### src/rtl/result_buffer.sv
// result_buffer: packs two successive adder results (lower half, then upper half) into one
// MEM_WORD_SIZE word and queues packed words in a DEPTH-entry FIFO drained by the controller.
// Sticky flags record carry-out (overflow_o) and half-ordering violations (seq_err_o).
// Optional build macro RESULT_BUFFER_CARRY_SAT_EN: a half accepted with carry_i=1 is stored as
// all ones instead of the wrapped sum.
module result_buffer #(
    parameter int unsigned DATA_W        = 32,
    parameter int unsigned MEM_WORD_SIZE = 64,
    parameter int unsigned DEPTH         = 2
) (
    input  logic                       clk_i,
    input  logic                       rst_i,
    input  logic [DATA_W-1:0]          sum_i,
    input  logic                       carry_i,
    input  logic                       sum_valid_i,
    input  logic                       buffer_control_i,
    output logic                       sum_ready_o,
    input  logic                       clear_i,
    output logic [MEM_WORD_SIZE-1:0]   buff_result_o,
    output logic                       word_valid_o,
    input  logic                       word_ready_i,
    output logic                       full_o,
    output logic                       empty_o,
    output logic [$clog2(DEPTH):0]     count_o,
    output logic                       overflow_o,
    output logic                       seq_err_o
);

    localparam int unsigned PtrW = $clog2(DEPTH);
    localparam int unsigned CntW = PtrW + 1;

    typedef enum logic {PEmpty, PLowHeld} pstate_e;

    pstate_e                  pstate_q, pstate_d;
    logic [DATA_W-1:0]        staged_q, staged_d;
    logic [PtrW-1:0]          wr_ptr_q, wr_ptr_d;
    logic [PtrW-1:0]          rd_ptr_q, rd_ptr_d;
    logic [CntW-1:0]          count_q, count_d;
    logic                     overflow_q, overflow_d;
    logic                     seq_err_q, seq_err_d;
    logic [MEM_WORD_SIZE-1:0] mem_q [DEPTH];

    logic                     accept;
    logic                     push, pop;
    logic                     seq_err_set;
    logic [DATA_W-1:0]        half_data;
    logic [MEM_WORD_SIZE-1:0] push_word;

    assign full_o        = (count_q == CntW'(DEPTH));
    assign empty_o       = (count_q == '0);
    assign count_o       = count_q;
    assign word_valid_o  = ~empty_o;
    assign buff_result_o = word_valid_o ? mem_q[rd_ptr_q] : '0;
    assign overflow_o    = overflow_q;
    assign seq_err_o     = seq_err_q;

    // Lower halves only go to staging, so they never need FIFO room.
    assign sum_ready_o = buffer_control_i ? ~full_o : 1'b1;
    assign accept      = sum_valid_i & sum_ready_o;
    assign pop         = word_valid_o & word_ready_i;

`ifdef RESULT_BUFFER_CARRY_SAT_EN
    assign half_data = carry_i ? {DATA_W{1'b1}} : sum_i;
`else
    assign half_data = sum_i;
`endif

    // Packer: decide staging, pushes and ordering errors for the accepted half.
    always_comb begin
        pstate_d    = pstate_q;
        staged_d    = staged_q;
        push        = 1'b0;
        push_word   = '0;
        seq_err_set = 1'b0;
        if (accept) begin
            unique case (pstate_q)
                PEmpty: begin
                    if (buffer_control_i) begin
                        // Upper with no lower staged: push it with a zero lower half.
                        push        = 1'b1;
                        push_word   = {half_data, {DATA_W{1'b0}}};
                        seq_err_set = 1'b1;
                    end else begin
                        staged_d = half_data;
                        pstate_d = PLowHeld;
                    end
                end
                PLowHeld: begin
                    if (buffer_control_i) begin
                        push      = 1'b1;
                        push_word = {half_data, staged_q};
                        staged_d  = '0;
                        pstate_d  = PEmpty;
                    end else begin
                        // Second lower in a row replaces the staged one.
                        staged_d    = half_data;
                        seq_err_set = 1'b1;
                    end
                end
                default: pstate_d = PEmpty;
            endcase
        end
    end

    // FIFO bookkeeping and sticky flags; clear_i overrides everything else.
    always_comb begin
        wr_ptr_d   = push ? wr_ptr_q + PtrW'(1) : wr_ptr_q;
        rd_ptr_d   = pop ? rd_ptr_q + PtrW'(1) : rd_ptr_q;
        count_d    = count_q;
        overflow_d = overflow_q | (accept & carry_i);
        seq_err_d  = seq_err_q | seq_err_set;
        unique case ({push, pop})
            2'b10:   count_d = count_q + CntW'(1);
            2'b01:   count_d = count_q - CntW'(1);
            default: count_d = count_q;
        endcase
        if (clear_i) begin
            wr_ptr_d   = '0;
            rd_ptr_d   = '0;
            count_d    = '0;
            overflow_d = 1'b0;
            seq_err_d  = 1'b0;
        end
    end

    // State registers with asynchronous reset.
    always_ff @(posedge clk_i or posedge rst_i) begin
        if (rst_i) begin
            pstate_q   <= PEmpty;
            staged_q   <= '0;
            wr_ptr_q   <= '0;
            rd_ptr_q   <= '0;
            count_q    <= '0;
            overflow_q <= 1'b0;
            seq_err_q  <= 1'b0;
        end else begin
            pstate_q   <= clear_i ? PEmpty : pstate_d;
            staged_q   <= clear_i ? '0 : staged_d;
            wr_ptr_q   <= wr_ptr_d;
            rd_ptr_q   <= rd_ptr_d;
            count_q    <= count_d;
            overflow_q <= overflow_d;
            seq_err_q  <= seq_err_d;
        end
    end

    // Storage array; stale entries are masked by word_valid_o so no reset is needed.
    always_ff @(posedge clk_i) begin
        if (push && !clear_i) begin
            mem_q[wr_ptr_q] <= push_word;
        end
    end

endmodule
### config.mk
export PLATFORM = sky130hd
export DESIGN_NAME = result_buffer
export DESIGN_NICKNAME = d
export VERILOG_FILES = /design/src/rtl/result_buffer.sv
export SDC_FILE = /design/constraint.sdc
export NUM_CORES = 1
export LEC_CHECK = 0
export ABC_AREA = 1
export CORE_UTILIZATION = 45
export DETAILED_ROUTE_END_ITERATION = 8
export GPL_ROUTABILITY_DRIVEN = 0
export PLACE_DENSITY = 0.76
export SLEW_MARGIN = 5
export SYNTH_ARGS = -nofsm -noshare
export SYNTH_HDL_FRONTEND = slang
export SYNTH_SLANG_ARGS = --single-unit
### constraint.sdc
create_clock -name clk_i -period 7.94 [get_ports clk_i]
set_input_delay 1.588 -clock clk_i [delete_from_list [all_inputs] [get_ports clk_i]]
set_output_delay 1.588 -clock clk_i [all_outputs]
set_load 0.01 [all_outputs]
# --- Word-level counts from Yosys, hierarchy flattened ---
# Memory sizes are Yosys's and may differ from the RTL's.
# Cells that the tools add are included.
classes:
  div: 0
  magnitude_cmp: 0
  n_bitwise: 8
  shift: 0
  n_reduce_logical: 8
  n_addsub: 4
  n_eq_ne: 4
  n_mul: 0
  mux: 28
op_table:
  columns: ["op", "n"]
  rows:
  - ["64-bit 2-to-1 mux", 4]
  - ["32-bit 2-to-1 mux", 4]
  - ["64-bit one-hot mux with 2 select lines", 1]
  - ["32-bit one-hot mux with 2 select lines", 1]
  - ["1-bit 2-to-1 mux", 15]
  - ["2-bit nonzero test", 3]
  - ["2-bit == test, second input constant", 2]
  - ["2-bit one-hot mux with 2 select lines", 1]
  - ["1-bit bitwise AND", 3]
  - ["3-bit inequality test, second input constant", 1]
  - ["1-bit NOT", 3]
  - ["3-bit nonzero test", 1]
  - ["1-bit adder, second input constant", 2]
  - ["2-bit by 1-bit adder with 2-bit output, second input constant", 1]
  - ["2-bit by 1-bit == test with 1-bit output, second input constant", 1]
  - ["2-bit zero test", 1]
  - ["2-bit 2-to-1 mux", 1]
  - ["1-bit bitwise OR", 2]
  - ["1-bit one-hot mux with 2 select lines", 1]
  - ["2-bit AND reduction", 1]
  - ["2-bit by 1-bit subtractor with 2-bit output, second input constant", 1]
  - ["1-bit logical AND", 1]
  - ["1-bit zero test", 1]
word_totals:
  romBits: 0
  ramBits: 128
  output_inout_bits: 72
  input_bits: 39
  latch_bits: 0
  wordCells: 60
  reg_bits: 39
  mem_count: 1
memory_table:
  columns: ["memory", "depth", "word_bits", "rd", "rd_clocked_by_memory_dff", "wr", "line", "text"]
  rows:
  - ["mem_q", 2, 64, 1, 0, 1, "41", "logic [MEM_WORD_SIZE-1:0] mem_q [DEPTH];"]

# --- Depth between registers and ports, before layout ---
depth:
  ltp_word: 8
  depth_mapped: 9
  ltp_nobuf: 8

# --- Worst setup path after synthesis ---
# No wires, ideal clock.
synth_timing:
  path_type: "in2reg"
  start: "in buffer_control_i"
  end: "mem mem_q[1][0], enable pin"
  path_buffers: 1
  stages: 3
  slack_ns: 1.033
  arrival_time_ns: 6.343
  path_cell_list: "buf_2 nand3_2 nor3_1"
synth_via:
  elab_chain_len: 6
  word_cells_on_any_way: 7
  classes_between: "5 x mux; 1 x bitwise; 1 x reduce/logical"
synth_rtl:
  columns: ["item", "line", "text"]
  rows:
  - ["from (decl)", "16", "input logic buffer_control_i,"]
  - ["1-bit 2-to-1 mux", "58", "assign sum_ready_o = buffer_control_i ? ~full_o : 1'b1;"]
  - ["1-bit bitwise AND", "59", "assign accept = sum_valid_i & sum_ready_o;"]
  - ["1-bit 2-to-1 mux *", "75", "if (accept) begin"]
  - ["1-bit logical AND *", "149", "if (push && !clear_i) begin"]
  - ["1-bit 2-to-1 mux *", "149", null]
  - ["1-bit 2-to-1 mux (implied by the code) *", "150", "mem_q[wr_ptr_q] <= push_word;"]
  - ["to (decl)", "41", null]
# Every way passes the cells marked *; elsewhere a longest branch is shown, timed or not.

# --- Final worst setup path ---
layout_timing:
  start: "in buffer_control_i"
  end: "out sum_ready_o"
layout_via:
  elab_chain_len: 1
layout_rtl:
  columns: ["item", "line", "text"]
  rows:
  - ["1-bit 2-to-1 mux", "58", null]
  - ["to (decl)", "17", "output logic sum_ready_o,"]
# No other way between the ends.

==> impl_metrics.ini <==
[critical_path]
r2r_end = mem_q[0][20]
endpoint_kind = output port
crit_path_end = sum_ready_o
r2r.worst_path.cells = 7
path_class = primary input to output port
cpPeakStageDelay_ns = 0.60
cp-start-kind = primary input
startpoint = buffer_control_i
critPathMostFrequentCell = clkdlybuf4s50_1
cp_cell_sequence = clkdlybuf4s50_1 -> nand2_4 -> clkdlybuf4s50_1
arrival_ns = 2.94
cp.required_ns = 6.35
worst-path-max-fanout = 7
r2r_start = count_o[0]
cp_slowest_cell = clkdlybuf4s50_1
rrSetupSlack_ns = 5.08

[timing]
fin_crit_sh_pct = 57.0
slew_violations = 0
fin_skew_ns = 0.00952
setup_violations = 0
setup_tns_ns = 0
rsz0062_at_grt = false
hold_slack_ns = 0.526
max_clock_freq_mhz = 221
max_slew_margin_pct = 16.9
worst_pin_slew_ns = 1.24
finalHoldViolations = 0
layout_min_cycle_time_ns = 4.53

[detailed_routing]
vias = 4913
wire_per_inst_um = 16.4
viasPerCell = 5.20
routed_wl_mm = 15.4
drt_iter0_drc = 389
ant_nets = 0
dr.pass1.iters = 6
drc_errors = 0

[pwr]
seq_power_share_pct = 44.9
power.internal_uw = 1630
p_comb_share_pct = 18.4
ir_worst_vdd_mv = 0.144
p_sw_uw = 552
power_density_nw_per_um2 = 248
power.leakage_uw = 0.00336
swShare_pct = 25.2
power_frac_clock_pct = 36.6

[clock_tree]
max-clock-path-buffers = 2
postCtsResizedCells = 0
path_clk_slew_ns = 0.06
cts_root_buf = clkbuf_16
clock-sinks = 167
htreeDepth = 4
postCtsHoldBufs = 0
postCtsSetupBuffers = 0
cts_tree = yes
clk_latency_ns = 0.41
numCtsBuffers = 17

[global_route]
grtUsageMet2_pct = 33.1
busiest_layer = met2
grt_overflow = 0
met1_usage_pct = 26.0
grt_antenna_before_repair = 0
grtUsageMet3_pct = 4.39
track_usage_pct = 20.1
grt_pass1_wl_mm = 24.6
first_global_vias = 4832
grt_max_degree = 67

[synthesis]
yosys.area_share.simple_pct = 15.7
syn_avg_cell_area_sq_um = 10.9
syn_nets = 683
muxShareOfSynthArea_pct = 0
synth-compound-area-share_pct = 8.88
synth_cells = 644
synth.distinct_cells = 24
ys_seq_elements = 167
synthAdderAreaFrac_pct = 0
ys_seq_area_share_pct = 68.7
synth_top_family_by_area = simple AND/OR/NAND/NOR gates
yosysWarnings = 0
syn_area_sq_um = 7020
yosys.area_share.xor_xnor_pct = 0

[floorplan]
core_area_sq_um = 15200
rows = 45
fp.dieW_um = 127
die_y_um = 127
io_pins = 111
start_util_pct = 46.2
die-area_sq_um = 16100

[layout]
multi_input_area_sq_um = 1740
n_antenna_cell = 0
seqCellArea_sq_um = 4820
nets = 782
final_area_sq_um = 8810
area_growth_pct = 25.6
n_fill_cell = 1240
drive_above_1_share_pct = 9.92

[placement]
portBuffers = 110
place_area_sq_um = 8240
place_hpwl_mm = 9.53

[run]
cap_violations = 0

[outcome]
status = complete, no violations

[worst_hold_path]
hold_path.class = register to register
## Yosys cell counts (all sizes together)
cell type | count | area [sq um]
clkinv | 1 | 3.75
nor2 | 39 | 154
edfxtp | 128 | 3840
o21ai | 33 | 278
inv | 80 | 303
nor3 | 33 | 176
nand4 | 3 | 18.8
dfrtp | 39 | 976
clkbuf | 19 | 71.3
nand2 | 171 | 681
nand3 | 13 | 70.1
buf | 16 | 97.6
a21oi | 69 | 345
## logic make-up (layout without fill, tap and decap cells)
family | Yosys count | in the layout
flops | 167 | 167
compound gates | 102 | 102
buf+inv | 116 | 228
simple gates | 259 | 259
## flip-flops by register name, indices dropped and copies added (netlist names)
register and flops:
count_o 2, mem_q 128, wr_ptr_q 1, seq_err_o 1
pstate_q 1, staged_q 32, overflow_o 1, rd_ptr_q 1
## worst min path at each step
stage / start / end / slack [ns] / depth (start not counted)
2_1_floorplan: staged_q[23] / staged_q[23] / 0.49 / 2
3_3_place_gp: staged_q[30] / staged_q[30] / 0.50 / 2
3_5_place_dp: staged_q[1] / staged_q[1] / 0.51 / 2
4_1_cts: staged_q[1] / staged_q[1] / 0.53 / 2
5_1_grt: overflow_o / overflow_o / 0.55 / 2
6_report: staged_q[6] / staged_q[6] / 0.53 / 2
## stage by stage
stage	total power [uW]	cells	utilization, %	setup WS, ns
detailed placement	1400	912	54.2	3.41
finish	2190	944	58.0	3.41
global placement	1400	912	54.2	3.46
floorplan	1200	644	-	1.03
CTS	2200	944	58.0	3.41
global route	2260	944	58.0	3.35
## placed cells by master (no fill, tap or decap)
cell	n
a21oi_1	69
buf_4	5
bufinv_16	3
clkbuf_1	5
clkbuf_16	17
clkdlybuf4s50_1	110
clkinv_1	4
clkinv_2	2
clkinv_4	2
clkinvlp_4	1
dfrtp_1	38
dfrtp_2	1
edfxtp_1	128
inv_1	74
inv_2	4
inv_4	1
nand2_1	167
nand2_4	3
nand2_8	1
nand3_1	12
nand3_2	1
nand4_1	3
nor2_1	37
nor2_4	2
nor3_1	31
nor3_2	1
nor3_4	1
o21ai_0	2
o21ai_1	1
o21ai_2	30
## worst max-delay path: cells and delay by family
kind                   cells  cell delay (ns)
buffers and inverters      2             1.15
AND/OR/NAND/NOR            1             0.20
## routing by layer
metal	vias up	share of wire, %
met4	0	2.7
li1	2327	-
met1	2357	42
met3	30	6.4
met2	199	49
met5	-	0
## area by class of cell
cell class	count	share of cell area, %
Tap cell	188	2.67
Sequential cell	167	54.7
Multi-Input combinational cell	361	19.7
Timing Repair Buffer	115	12.9
Clock inverter	10	1.50
Clock buffer	22	5.04
Inverter	81	3.48
## power groups by stage
stage	combinational, uW	sequential [uW]	clock, uW
after CTS	408	982	808
after global placement	400	999	0
after global routing	439	985	841
after detailed placement	405	1000	0
final	403	982	800
after floorplan	204	999	0
(Power assumes the default switching activity.)
